<file path="src/rtl/inv_shift_rows_stage.sv">
// inv_shift_rows_stage: AES (Inv)ShiftRows byte permutation followed by a
// 2-entry output FIFO with valid/ready handshakes on both sides.
//
// Ports:
//   clk        rising-edge clock for all state
//   rst        asynchronous active-high reset
//   state_in   128-bit AES state; byte i = bits [8i+7:8i]
//   mode_in    1 = InvShiftRows (decrypt), 0 = ShiftRows (encrypt)
//   in_valid   producer presents state_in/mode_in
//   in_ready   stage can accept a transaction this cycle (registered)
//   state_out  permuted state of the head entry
//   mode_out   effective mode of the head entry
//   out_valid  head entry is valid
//   out_ready  consumer accepts the head entry
//   xfer_count number of completed output transfers (wraps)
//
// Parameter:
//   INV_ONLY   1 = mode_in ignored, every transaction uses the inverse mapping
module inv_shift_rows_stage #(
  parameter bit INV_ONLY = 1'b0
) (
  input  logic         clk,
  input  logic         rst,
  input  logic [127:0] state_in,
  input  logic         mode_in,
  input  logic         in_valid,
  output logic         in_ready,
  output logic [127:0] state_out,
  output logic         mode_out,
  output logic         out_valid,
  input  logic         out_ready,
  output logic [15:0]  xfer_count
);

  localparam int unsigned STATE_W = 128;
  localparam int unsigned NBYTES  = 16;
  localparam int unsigned CNT_W   = 2;
  localparam int unsigned XFER_W  = 16;
  localparam logic [CNT_W-1:0] DEPTH = CNT_W'(2);

  // Column-major AES state: byte m sits at row m%4, column m/4. Row r is
  // rotated left by r columns (forward) or right by r columns (inverse).
  function automatic logic [STATE_W-1:0] permute(input logic [STATE_W-1:0] s,
                                                 input logic inv);
    logic [STATE_W-1:0] r;
    int unsigned row;
    int unsigned col;
    int unsigned src;
    r = '0;
    for (int unsigned m = 0; m < NBYTES; m++) begin
      row = m % 4;
      col = m / 4;
      if (inv) src = row + 4 * ((col + 4 - row) % 4);
      else     src = row + 4 * ((col + row) % 4);
      r[8*m +: 8] = s[8*src +: 8];
    end
    return r;
  endfunction

  logic [STATE_W-1:0] mem_data [0:1];
  logic               mem_mode [0:1];
  logic               rd_ptr;
  logic               wr_ptr;
  logic [CNT_W-1:0]   count;
  logic [CNT_W-1:0]   count_next;
  logic               eff_mode;
  logic               push;
  logic               pop;

  assign eff_mode  = INV_ONLY ? 1'b1 : mode_in;
  assign push      = in_valid & in_ready;
  assign pop       = out_valid & out_ready;
  assign out_valid = (count != CNT_W'(0));
  assign state_out = mem_data[rd_ptr];
  assign mode_out  = mem_mode[rd_ptr];

  // Occupancy update; simultaneous push and pop leaves count unchanged.
  always_comb begin
    count_next = count;
    case ({push, pop})
      2'b10:   count_next = count + CNT_W'(1);
      2'b01:   count_next = count - CNT_W'(1);
      default: count_next = count;
    endcase
  end

  // FIFO storage, pointers, occupancy, ready and transfer counter.
  always_ff @(posedge clk or posedge rst) begin
    if (rst) begin
      mem_data[0] <= '0;
      mem_data[1] <= '0;
      mem_mode[0] <= 1'b0;
      mem_mode[1] <= 1'b0;
      rd_ptr      <= 1'b0;
      wr_ptr      <= 1'b0;
      count       <= '0;
      in_ready    <= 1'b0;
      xfer_count  <= '0;
    end else begin
      if (push) begin
        mem_data[wr_ptr] <= permute(state_in, eff_mode);
        mem_mode[wr_ptr] <= eff_mode;
        wr_ptr           <= ~wr_ptr;
      end
      if (pop) begin
        rd_ptr     <= ~rd_ptr;
        xfer_count <= xfer_count + XFER_W'(1);
      end
      count <= count_next;
      // Registered from the next occupancy so ready never depends on out_ready.
      in_ready <= (count_next < DEPTH);
    end
  end

endmodule

</file>
<file path="config.mk">
export PLATFORM = sky130hd
export DESIGN_NAME = inv_shift_rows_stage
export DESIGN_NICKNAME = d
export VERILOG_FILES = /design/src/rtl/inv_shift_rows_stage.sv
export SDC_FILE = /design/constraint.sdc
export NUM_CORES = 1
export LEC_CHECK = 0
export ABC_AREA = 1
export CORE_MARGIN = 4
export CORE_UTILIZATION = 55
export DETAILED_ROUTE_END_ITERATION = 10
export GPL_TIMING_DRIVEN = 0
export PLACE_DENSITY = 0.89
export REMOVE_ABC_BUFFERS = 1
export SETUP_SLACK_MARGIN = 0.05
export SLEW_MARGIN = 5
export SYNTH_ARGS = -nofsm -noshare
export SYNTH_HDL_FRONTEND = slang
export SYNTH_SLANG_ARGS = --single-unit
</file>
<file path="constraint.sdc">
create_clock -name clk -period 16.5 [get_ports clk]
set_clock_uncertainty 0.15 [all_clocks]
set_input_delay 3.3 -clock clk [delete_from_list [all_inputs] [get_ports clk]]
set_output_delay 3.3 -clock clk [all_outputs]
set_load 0.01 [all_outputs]
</file>
======== Yosys cells after proc, flatten, opt, wreduce, memory -nomap -nowiden ========
Cells that the tools add are included.
storage, ports and cells
  bits in registers ....................... 279
  memory bits (read-only) ................. 0
  input port bits ......................... 133
  output and inout port bits .............. 147
  logic and storage cells ................. 79
  memory bits (writable) .................. 0
  bits in latches ......................... 0
  memories kept ........................... 0
operators by class
  shifts and indexed selects .............. 16
  multiply operators ...................... 0
  $add $sub $neg .......................... 3
  reduce and logical (&&, ||, !) cells .... 2
  order comparisons ....................... 4
  mux-type cells .......................... 37
  divide/modulo/power cells ............... 0
  bitwise logic cells ..................... 6
  equality and inequality tests ........... 2
operators with widths
  kind                     number
  $shiftx A128 B33 Y8      16
  $mux W128                4
  $mux W29                 16
  $bwmux W256              1
  $demux W128 S1           1
  $mux W4                  8
  $add A16 B1 Y16 const B  1
  $ge A2 B2 Y1 const B     2
  $mux W1                  4
  $not A1 Y2               2
  $pmux W2 S2              1
  $add A2 B1 Y2 const B    1
  $and A1 B1 Y1            2
  $bwmux W2                1
  $eq A2 B1 Y1 const B     1
  $eq A2 B2 Y1 const B     1
  $lt A2 B1 Y1 const B     1
  $lt A2 B2 Y1 const B     1
  $not A1 Y1               2
  $reduce_bool A2 Y1       1
  $sub A2 B1 Y2 const B    1
  $demux W1 S1             1
  $logic_and A1 B1 Y1      1

======== Logic depth before layout (Yosys ltp) ========
Gate-level depths: netlist (run 1).
  depth in word-level cells ............... 6
  depth in mapped cells ................... 8
  depth with buffers taken out ............ 7

======== Worst setup path before layout (run 1) ========
OpenSTA, ideal clock, no wires.
  kind .................................... register to output
  start point ............................. register rd_ptr
  end point ............................... output port state_out[0]
  data required time ...................... 13.050 ns
  path buffers ............................ 4
  setup slack ............................. 11.897 ns
  stages on the path, launching flop included .. 7
  arrival ................................. 1.153 ns
  cells stage by stage .................... dfrtp_1 -> buf_2 -> buf_2 -> buf_2 -> buf_2 -> nand2_1 -> o21ai_0
between the ends
  cells in the longest elaborated chain, start to end .. 4
ends and longest elaborated chain
  what                                           RTL line  source
  start, declared                                62        logic rd_ptr;
  start signal, assigned                         106       rd_ptr <= ~rd_ptr;
  $not A1 Y2 (implied by the code)               74        assign state_out = mem_data[rd_ptr];
  $mux W128 (implied by the code) (3 in series)  74
  end, declared                                  28        output logic [127:0] state_out,
Every way passes these cells. The select of a mux whose other input is x is not followed.

======== Worst setup path in the final report (run 1) ========
  start point ............................. register rd_ptr
  end point ............................... output port state_out[99]
Same word-level chain as after synthesis.

==> results.ini, run 1 <==
[synthesis]
postSynthCellCount=1689
syn_avg_cell_area_um2=7.614
synth_common_cells=nand2_1 (751), o21ai_0 (317), dfrtp_1 (279)
yosysMostFrequentCell=nand2_1
synth_ff_type=dfrtp_1
synth.top_cell.area_share_pct=54.29
synth_area_um2=12860
synthTopCellsByArea=dfrtp_1 (54%), nand2_1 (22%), o21ai_0 (12%)
async_flop_share_pct=100.0
ys_seq_elements=279
ys_types=22
ys_warn_count=0
yosys.area.top_type=dfrtp_1
synth_enable_flop_cells=0
ys_seq_area_share_pct=54.29

[setup_path]
cp_max_fo=79
worstPathRequired_ps=13050
reg2regPathDepth=7
critical_path_arrival_ps=3110
end_kind=output port
path_class=flop to output port
r2r-end=mem_data[49]
reg2reg_from=in_ready
reg2reg_slack_ps=14070
start_kind=flop

[cts]
cts.sinks=279
tritoncts=built
post_cts_resized=0
insertion_delay_ps=530
hold_buffers=0
clk_pin_slew_ps=60
post-cts-setup-buffers=0
htree_num_levels=1
ctsLongestPathBuffers=3
root_buffer=clkbuf_16
numCtsBuffers=29

[finish]
num_antenna_cells=0
fin_nets=2052
multi_input_area_um2=4746
syn_to_final_growth_pct=31.74
post-route-util_pct=74.15
fill_cells=1634
seqCellArea_um2=6985
layout-drive-gt1-share_pct=3.664
fin_area_um2=16940
final_cell_count_no_fill=2251

[drt]
remaining_drc_errors=0
drt_pass1_iterations=5
via_count=11716
wl_met1_um=13660
wire_per_inst_um=15.14
dr.max_layer_used=met4
vias_per_cell=5.205
wl_um=34080
wl_met2_um=16420
wl_met3_um=3115
ant_nets=0
drt-initial-drc-count=840

[global_routing]
grt_max_degree=127
grt_pass1_wl_um=56530
antenna_found_initial=0
grtUsageTotal_pct=25.96
grt_overflow_total=0
grt_pass1_vias=11815

[timing]
hold_viol_final=0
finalSetupViolCount=0
tns_ps=0
period_share_pct=39.73
maxSlewHeadroom_pct=42.42
fin_crit_ps=6555
grt_setup_unrepaired=no
maxSlewViolCount=0
tightest_slew_ps=863.7
fmax_ghz=0.1525

[power_and_ir_drop]
p_total_mw=3.211
p_per_area_nw_per_um2=189.6
p_leak_nw=8.230
vdd_drop_max_mv=0.1225

[placement]
routabilityCongestion=0.8385
dp_cells=2199
port_buffers=279
dpl.hpwl_um=22270
placed_area_um2=15990

[min_path]
hp-class=flop to flop
worstHoldStart=mem_data[18]
min_path_cells=2
hold_end=mem_data[18]

[floorplan]
io_pins=280
die_height_um=160.9
initial_core_util_pct=56.29
die_x_um=160.9
num_rows=55
core_um2=22850
fp.dieArea_um2=25890

[run_status]
status=finished, final reports clean

[run]
max-cap-violations=0

[worst max-delay path by stage]
stage          startpoint            end  slack [ps]  cells past startpoint
6_report           rd_ptr  state_out[99]        9940                      4
2_1_floorplan         rst      async pin        5360                      1
3_5_place_dp       rd_ptr  state_out[99]       10470                      4
3_3_place_gp          rst  mem_data[176]        2170                      2
4_1_cts            rd_ptr  state_out[99]        9900                      4
5_1_grt            rd_ptr  state_out[98]        9740                      4
[cell type report]
class | count | area share, %
Timing Repair Buffer | 294 | 18.58
Inverter | 187 | 4.217
Clock inverter | 12 | 0.8198
Multi-Input combinational cell | 1126 | 28.01
Tap cell | 313 | 2.312
Sequential cell | 279 | 41.23
Clock buffer | 40 | 4.823
[kinds of logic (layout without fill, tap and decap cells)]
| group | count (synthesis) | in the layout | share of synthesized area (%) |
|---|---|---|---|
| DFF | 279 | 279 | 54.29 |
| AOI/OAI and AO/OA | 329 | 329 | 12.80 |
| xor gates and xnor gates | 9 | 9 | 0.6129 |
| and+or+nand+nor | 786 | 786 | 23.21 |
| buffers and inverters | 284 | 533 | 8.883 |
| adders and majority gates | 2 | 2 | 0.1946 |
[metal layers]
metal	vias up	track usage (%)
li1	5664	-
met1	5523	32.95
met5	-	0
met3	75	7.236
met4	0	8.143
met2	454	43.59
[worst max-delay path: stages (launching register included)]
cell and delay, ps:
dfrtp_4 990, clkinv_1 760, nand2_1 210, nand2_1 90, clkdlybuf4s50_1 510
[where the power goes]
group	switching (mW)	total, mW	internal (mW)	leakage, nW
combinational	0.750	1.40	0.653	4.26
clock	0.261	0.652	0.391	0.479
sequential	0.166	1.16	0.990	3.50
total	1.18	3.21	2.03	8.23
[layout by cell type (no fill, tap or decap), drive strengths merged]
| cell type | n |
|---|---|
| nand2 | 752 |
| o21ai | 328 |
| dfrtp | 279 |
| clkdlybuf4s50 | 278 |
| inv | 187 |
| clkbuf | 40 |
| nor2 | 20 |
| buf | 16 |
| clkinv | 9 |
| nand3 | 8 |
| xnor2 | 5 |
| xor2 | 4 |
| nand4 | 4 |
| bufinv | 3 |
| nand3b | 2 |
| ha | 2 |
| a21oi | 1 |
[stage by stage]
step / setup WS [ps] / hold WS, ps
after detailed placement: 10470 / 308.4
after CTS: 9902 / 323.9
after floorplan: 5356 / 291.7
after global routing: 9737 / 342.3
after global placement: 2172 / 302.9
final: 9945 / 321.0
[sequential cells by signal (all words and copies together) (netlist names), named ones only]
name,cells
xfer_count,16
count,1
mem_data,256
in_ready,1
mem_mode,2
wr_ptr,1
rd_ptr,1
No activity file was read; power rests on OpenSTA's default activity.
==> inputs of run 2 (changes only) <==
--- a/config.mk
+++ b/config.mk
@@ -7,10 +7,10 @@
 export LEC_CHECK = 0
 export ABC_AREA = 1
 export CORE_MARGIN = 4
-export CORE_UTILIZATION = 55
+export CORE_UTILIZATION = 46
 export DETAILED_ROUTE_END_ITERATION = 10
 export GPL_TIMING_DRIVEN = 0
-export PLACE_DENSITY = 0.89
+export PLACE_DENSITY = 0.79
 export REMOVE_ABC_BUFFERS = 1
 export SETUP_SLACK_MARGIN = 0.05
 export SLEW_MARGIN = 5
==> constraint.sdc (replaced) <==
create_clock -name clk -period 5.6 [get_ports clk]
set_clock_uncertainty 0.15 [all_clocks]
set_input_delay 1.12 -clock clk [delete_from_list [all_inputs] [get_ports clk]]
set_output_delay 1.12 -clock clk [all_outputs]
set_load 0.01 [all_outputs]
==> results.ini, run 2 (synthesis gave the netlist of run 1 again) <==
[setup_path]
cp_max_fo=100  ; was 79
cpLargestDelayFamily=buffers and inverters  ; unchanged
path_buf_inv=3  ; was 2
critical_path_arrival_ps=2600  ; was 3110 ps
path_class=flop to output port  ; unchanged
reg2reg_slack_ps=3130  ; was 14070 ps
reg2reg_from=in_ready  ; unchanged
r2r-end=mem_data[107]  ; was mem_data[49]
worstPathRequired_ps=4330  ; was 13050 ps
crit_chain=buf_16, buf_16, nand2_1, o21ai_0, clkdlybuf4s50_1  ; was clkinv_1, nand2_1, nand2_1, clkdlybuf4s50_1
cp_common_cell=buf_16  ; was nand2_1
slowest_stage=clkdlybuf4s50_1  ; was dfrtp_4
start_kind=flop  ; unchanged
critical_path.max_stage_delay_ps=580  ; was 990 ps
reg2regPathDepth=6  ; was 7
end_kind=output port  ; unchanged

[min_path]
hp-class=flop to flop  ; unchanged
min_path_cells=2  ; unchanged
worstHoldStart=mem_data[49]  ; was mem_data[18]
hold_end=mem_data[49]  ; was mem_data[18]

[floorplan]
num_rows=60  ; was 55
die_x_um=175.2  ; was 160.9 um
core_um2=27250  ; was 22850 um2
io_pins=280  ; unchanged
fp.dieArea_um2=30700  ; was 25890 um2
initial_core_util_pct=47.19  ; was 56.29%
die_height_um=175.2  ; was 160.9 um

[cts]
post_cts_resized=0  ; unchanged
ctsLongestPathBuffers=3  ; unchanged
post-cts-setup-buffers=0  ; unchanged
htree_num_levels=1  ; unchanged
insertion_delay_ps=540  ; was 530 ps
root_buffer=clkbuf_16  ; unchanged
hold_buffers=0  ; unchanged
tritoncts=built  ; unchanged
clk_pin_slew_ps=60  ; about the same
cts.sinks=279  ; unchanged
numCtsBuffers=30  ; was 29

[timing]
tightest_slew_ps=809.3  ; was 863.7 ps
fin_crit_ps=3868
finalSetupViolCount=0  ; unchanged
setup_ws_ps=1732  ; was 9945 ps
hold_viol_final=0  ; unchanged
maxSlewViolCount=0  ; unchanged
maxSlewHeadroom_pct=45.92  ; was 42.42%
hold_ws_ps=321.5  ; was 321.0 ps
period_share_pct=69.06
grt_setup_unrepaired=no  ; unchanged
fmax_ghz=0.2586

[finish]
multi_input_area_um2=4746  ; unchanged
fin_area_um2=17110  ; was 16940 um2
layout-drive-gt1-share_pct=4.115  ; was 3.664%
final_cell_mix=nand2_1 (751), o21ai_0 (317), dfrtp_1 (278), clkdlybuf4s50_1 (278), inv_1 (181)  ; unchanged
top_regs=mem_data x256, xfer_count x16, mem_mode x2  ; unchanged
largest_register_ffs=256  ; unchanged
post-route-util_pct=62.79  ; was 74.15%
layout_commonest_cell=nand2_1  ; unchanged
fill_cells=2244  ; was 1634
syn_to_final_growth_pct=33.06  ; was 31.74%
fin_nets=2055  ; was 2052
num_antenna_cells=0  ; unchanged
final_cell_count_no_fill=2316  ; was 2251
max_flop_register=mem_data  ; unchanged
seqCellArea_um2=6985  ; unchanged

[placement]
routabilityCongestion=0.8558  ; was 0.8385
dp_cells=2260  ; was 2199
port_buffers=279  ; unchanged
placed_area_um2=16110  ; was 15990 um2
dpl.hpwl_um=22790  ; was 22270 um
pre_cts_ws_ps=1953  ; was 10470 ps

[drt]
wl_um=34360  ; was 34080 um
wire_per_inst_um=14.84  ; was 15.14 um
remaining_drc_errors=0  ; unchanged
vias_per_cell=4.981  ; was 5.205
drt_pass1_iterations=6  ; was 5
ant_nets=0  ; unchanged
via_count=11536  ; was 11716
drt-initial-drc-count=869  ; was 840

[power_and_ir_drop]
combPwrFrac_pct=44.4  ; was 43.7%
switchingPower_mw=3.489  ; was 1.177 mW
vdd_drop_max_mv=0.3452  ; was 0.1225 mV
pwr-share-seq_pct=34.9  ; was 36.0%
p_per_area_nw_per_um2=556.1  ; was 189.6 nW/um2
swShare_pct=36.66  ; about the same
p_leak_nw=8.262  ; was 8.230 nW
internal_power_mw=6.027  ; was 2.034 mW
pwr-share-clk_pct=20.7  ; was 20.3%

[global_routing]
grt_max_degree=117  ; was 127
grt_overflow_total=0  ; unchanged
antenna_found_initial=0  ; unchanged
grtUsageTotal_pct=21.98  ; was 25.96%
grt_pass1_vias=11481  ; was 11815
grt_pass1_wl_um=56790  ; was 56530 um

[run_status]
status=finished, final reports clean  ; unchanged

[run]
max-cap-violations=0  ; unchanged

[run 2: worst max path at each step]
stage | startpoint | endpoint | slack, ps | depth (start not counted)
final | rd_ptr | state_out[38] | 1730 | 5
after CTS | rd_ptr | state_out[72] | 1700 | 5
after global routing | rd_ptr | state_out[37] | 1590 | 5
after floorplan | rst | async pin | -3360 | 1
after detailed placement | in_valid | mem_data[103] | 1950 | 7
after global placement | rst | mem_data[162] | -6770 | 2
[run 2: final cells by class]
class                           instances  share of cell area [%]
Inverter                              187                   4.175
Clock buffer                           42                   5.243
Multi-Input combinational cell       1126                   27.73
Timing Repair Buffer                  296                   18.68
Tap cell                              372                   2.720
Clock inverter                         14                  0.6288
Sequential cell                       279                   40.82
[run 2: metrics by stage]
| stage | power [mW] | TNS (ps) |
|---|---|---|
| 4_1_cts | 9.610 | 0 |
| 5_1_grt | 10.21 | 0 |
| 3_3_place_gp | 7.435 | -3213870 |
| 3_5_place_dp | 7.575 | 0 |
| 2_1_floorplan | 5.388 | -969100 |
| 6_report | 9.516 | 0 |
[run 2: layer usage]
metal	track usage, %	vias up	routed length (um)
met1	28.50	5440	14340
met4	6.056	0	939
met3	6.512	70	2982
li1	-	5645	-
met5	0	-	0
met2	36.17	381	16100
[run 2: power by group through the flow]
stage	clock network (mW)	registers (mW)	logic [mW]
detailed placement	0	3.34	4.23
CTS	2.02	3.32	4.28
global route	2.10	3.41	4.70
global placement	0	3.54	3.90
floorplan	0	3.39	2.00
finish	1.97	3.32	4.23
[run 2: worst reg2reg max path, delay by kind of cell, from the launching register on]
family,cells,cell delay (ps)
AND/OR/NAND/NOR,4,1090
buffers and inverters,2,710
flip-flops,1,400
==> inputs of run 3 (changes only) <==
==> constraint.sdc (replaced) <==
create_clock -name clk -period 3.35 [get_ports clk]
set_clock_uncertainty 0.15 [all_clocks]
set_input_delay 0.67 -clock clk [delete_from_list [all_inputs] [get_ports clk]]
set_output_delay 0.67 -clock clk [all_outputs]
set_load 0.01 [all_outputs]
==> results.ini, run 3 (synthesis gave the netlist of run 1 again) <==
[setup_path]
r2r-end=mem_data[114]  ; was mem_data[107]
reg2regPathDepth=6  ; unchanged
cp_max_fo=50  ; was 100
cp-startpoint=rd_ptr  ; unchanged
start_kind=flop  ; unchanged
critical_path_arrival_ps=2470  ; was 2600 ps
reg2reg_from=in_ready  ; unchanged
worstPathRequired_ps=2530  ; was 4330 ps
path_class=flop to output port  ; unchanged
reg2reg_slack_ps=870  ; was 3130 ps
end_kind=output port  ; unchanged

[timing]
tns_ps=0  ; unchanged
hold_viol_final=0  ; unchanged
maxSlewViolCount=0  ; unchanged
fin_crit_ps=3291
tightest_slew_ps=811.3  ; was 809.3 ps
grt_setup_unrepaired=yes  ; was no
fmax_ghz=0.3039
hold_ws_ps=321.3  ; was 321.5 ps
period_share_pct=98.23
finalSetupViolCount=0  ; unchanged
maxSlewHeadroom_pct=45.78  ; was 45.92%

[cts]
clk_pin_slew_ps=60  ; about the same
htree_num_levels=1  ; unchanged
cts.sinks=279  ; unchanged
numCtsBuffers=30  ; unchanged
tritoncts=built  ; unchanged
hold_buffers=0  ; unchanged
insertion_delay_ps=540  ; about the same
ctsLongestPathBuffers=3  ; unchanged
root_buffer=clkbuf_16  ; unchanged

[floorplan]
die_height_um=175.2  ; unchanged
initial_core_util_pct=47.19  ; unchanged
io_pins=280  ; unchanged
die_x_um=175.2  ; unchanged
num_rows=60  ; unchanged
core_um2=27250  ; unchanged
fp.dieArea_um2=30700  ; unchanged

[drt]
vias_per_cell=5.051  ; was 4.981
via_count=11724  ; was 11536
remaining_drc_errors=0  ; unchanged
wire_per_inst_um=15.44  ; was 14.84 um
drt-initial-drc-count=948  ; was 869
ant_nets=0  ; unchanged
wl_um=35830  ; was 34360 um
drt_pass1_iterations=6  ; unchanged

[power_and_ir_drop]
internal_power_mw=10.12  ; was 6.027 mW
switchingPower_mw=5.965  ; was 3.489 mW
combPwrFrac_pct=45.1  ; was 44.4%
p_leak_nw=8.597  ; was 8.262 nW
pwr-share-clk_pct=20.5  ; was 20.7%
swShare_pct=37.08  ; was 36.66%
vdd_drop_max_mv=0.5796  ; was 0.3452 mV
p_total_mw=16.09  ; was 9.516 mW
pwr-share-seq_pct=34.4  ; was 34.9%
p_per_area_nw_per_um2=932.8  ; was 556.1 nW/um2

[min_path]
hp-class=flop to flop  ; unchanged
min_path_cells=2  ; unchanged
worstHoldStart=mem_data[49]  ; unchanged
hold_end=mem_data[49]  ; unchanged

[finish]
layout-drive-gt1-share_pct=4.464  ; was 4.115%
top_regs=mem_data x256, xfer_count x16, mem_mode x2  ; unchanged
final_cell_mix=nand2_1 (751), o21ai_0 (303), dfrtp_1 (278)  ; was nand2_1 (751), o21ai_0 (317), dfrtp_1 (278), clkdlybuf4s50_1 (278), inv_1 (181)
fill_cells=2224  ; was 2244
syn_to_final_growth_pct=34.11  ; was 33.06%
layout_commonest_cell=nand2_1  ; unchanged
largest_register_ffs=256  ; unchanged
fin_nets=2060  ; was 2055
fin_area_um2=17250  ; was 17110 um2
multi_input_area_um2=4750  ; was 4746 um2
seqCellArea_um2=6985  ; unchanged
final_cell_count_no_fill=2321  ; was 2316
max_flop_register=mem_data  ; unchanged
num_antenna_cells=0  ; unchanged

[placement]
dp_cells=2260  ; unchanged
port_buffers=279  ; unchanged
placed_area_um2=16110  ; unchanged
routabilityCongestion=0.8558  ; unchanged
dpl.hpwl_um=22790  ; unchanged

[global_routing]
grt_overflow_total=0  ; unchanged
grtUsageTotal_pct=22.82  ; was 21.98%
antenna_found_initial=0  ; unchanged
grt_pass1_wl_um=58640  ; was 56790 um
grt_pass1_vias=11728  ; was 11481
grt_max_degree=117  ; unchanged

[run]
max-cap-violations=0  ; unchanged

[run_status]
status=finished, final reports clean  ; unchanged

## run 3: cell types whose count changed in the layout (fill, tap and decap cells not counted)
cell and change:
bufbuf_16 +2, o21ai_1 +13, o21ai_2 +1, buf_4 +3
clkdlybuf4s50_1 -28, dlymetal6s2s_1 +20, dlygate4sd2_1 +8, clkinv_1 -1
o21ai_0 -14, clkinvlp_4 +1
## run 3: power by group through the flow
stage               clock, mW  sequential (mW)  combinational (mW)
finish                   3.30             5.53                7.25
global route             3.51             5.69                8.03
CTS                      3.37             5.53                7.34
detailed placement          0             5.59                7.07
global placement            0             5.76                5.86
floorplan                   0             5.67                3.34
## run 3: cell type report
type                            count  share of cell area (%)
Timing Repair Buffer              301                   19.27
Sequential cell                   279                   40.50
Clock inverter                     14                  0.6239
Multi-Input combinational cell   1126                   27.54
Tap cell                          372                   2.699
Inverter                          187                   4.164
Clock buffer                       42                   5.202
## run 3: repair_timing
action,in CTS,in global routing
gates cloned,2,0
setup buffers,3,0
setup endpoints to repair,53,45
endpoints found under the hold margin,0,0
resized for setup,10,34
## run 3: routing by layer
metal	GRT usage [%]	wire length (um)	vias to the layer above	share of wire, %
li1	-	-	5661	-
met1	29.75	14990	5594	42
met2	37.47	16830	394	47
met3	6.512	3039	75	8.5
met4	6.416	975	0	2.7
met5	0	0	-	0
## run 3: stage by stage
| step | setup WS (ps) | utilization (%) |
|---|---|---|
| 6_report | 59.31 | 63.29 |
| 3_3_place_gp | -8570 | 57.53 |
| 4_1_cts | 15.53 | 63.08 |
| 5_1_grt | 33.42 | 63.29 |
| 3_5_place_dp | 153.1 | 59.10 |
| 2_1_floorplan | -5164 | - |
## run 3: how the worst max path moves through the flow
stage | end | slack [ps] | cells past startpoint
finish | state_out[90] | 60 | 4
global route | state_out[37] | 30 | 4
CTS | state_out[72] | 20 | 4
detailed placement | mem_data[103] | 150 | 7
global placement | mem_data[162] | -8570 | 2
floorplan | async pin | -5160 | 1
## run 3: critical path, cell delays in order, from the launching register on
cell and delay (ps):
dfrtp_4 500, buf_16 190, bufbuf_16 370, o21ai_0 210
clkdlybuf4s50_1 620
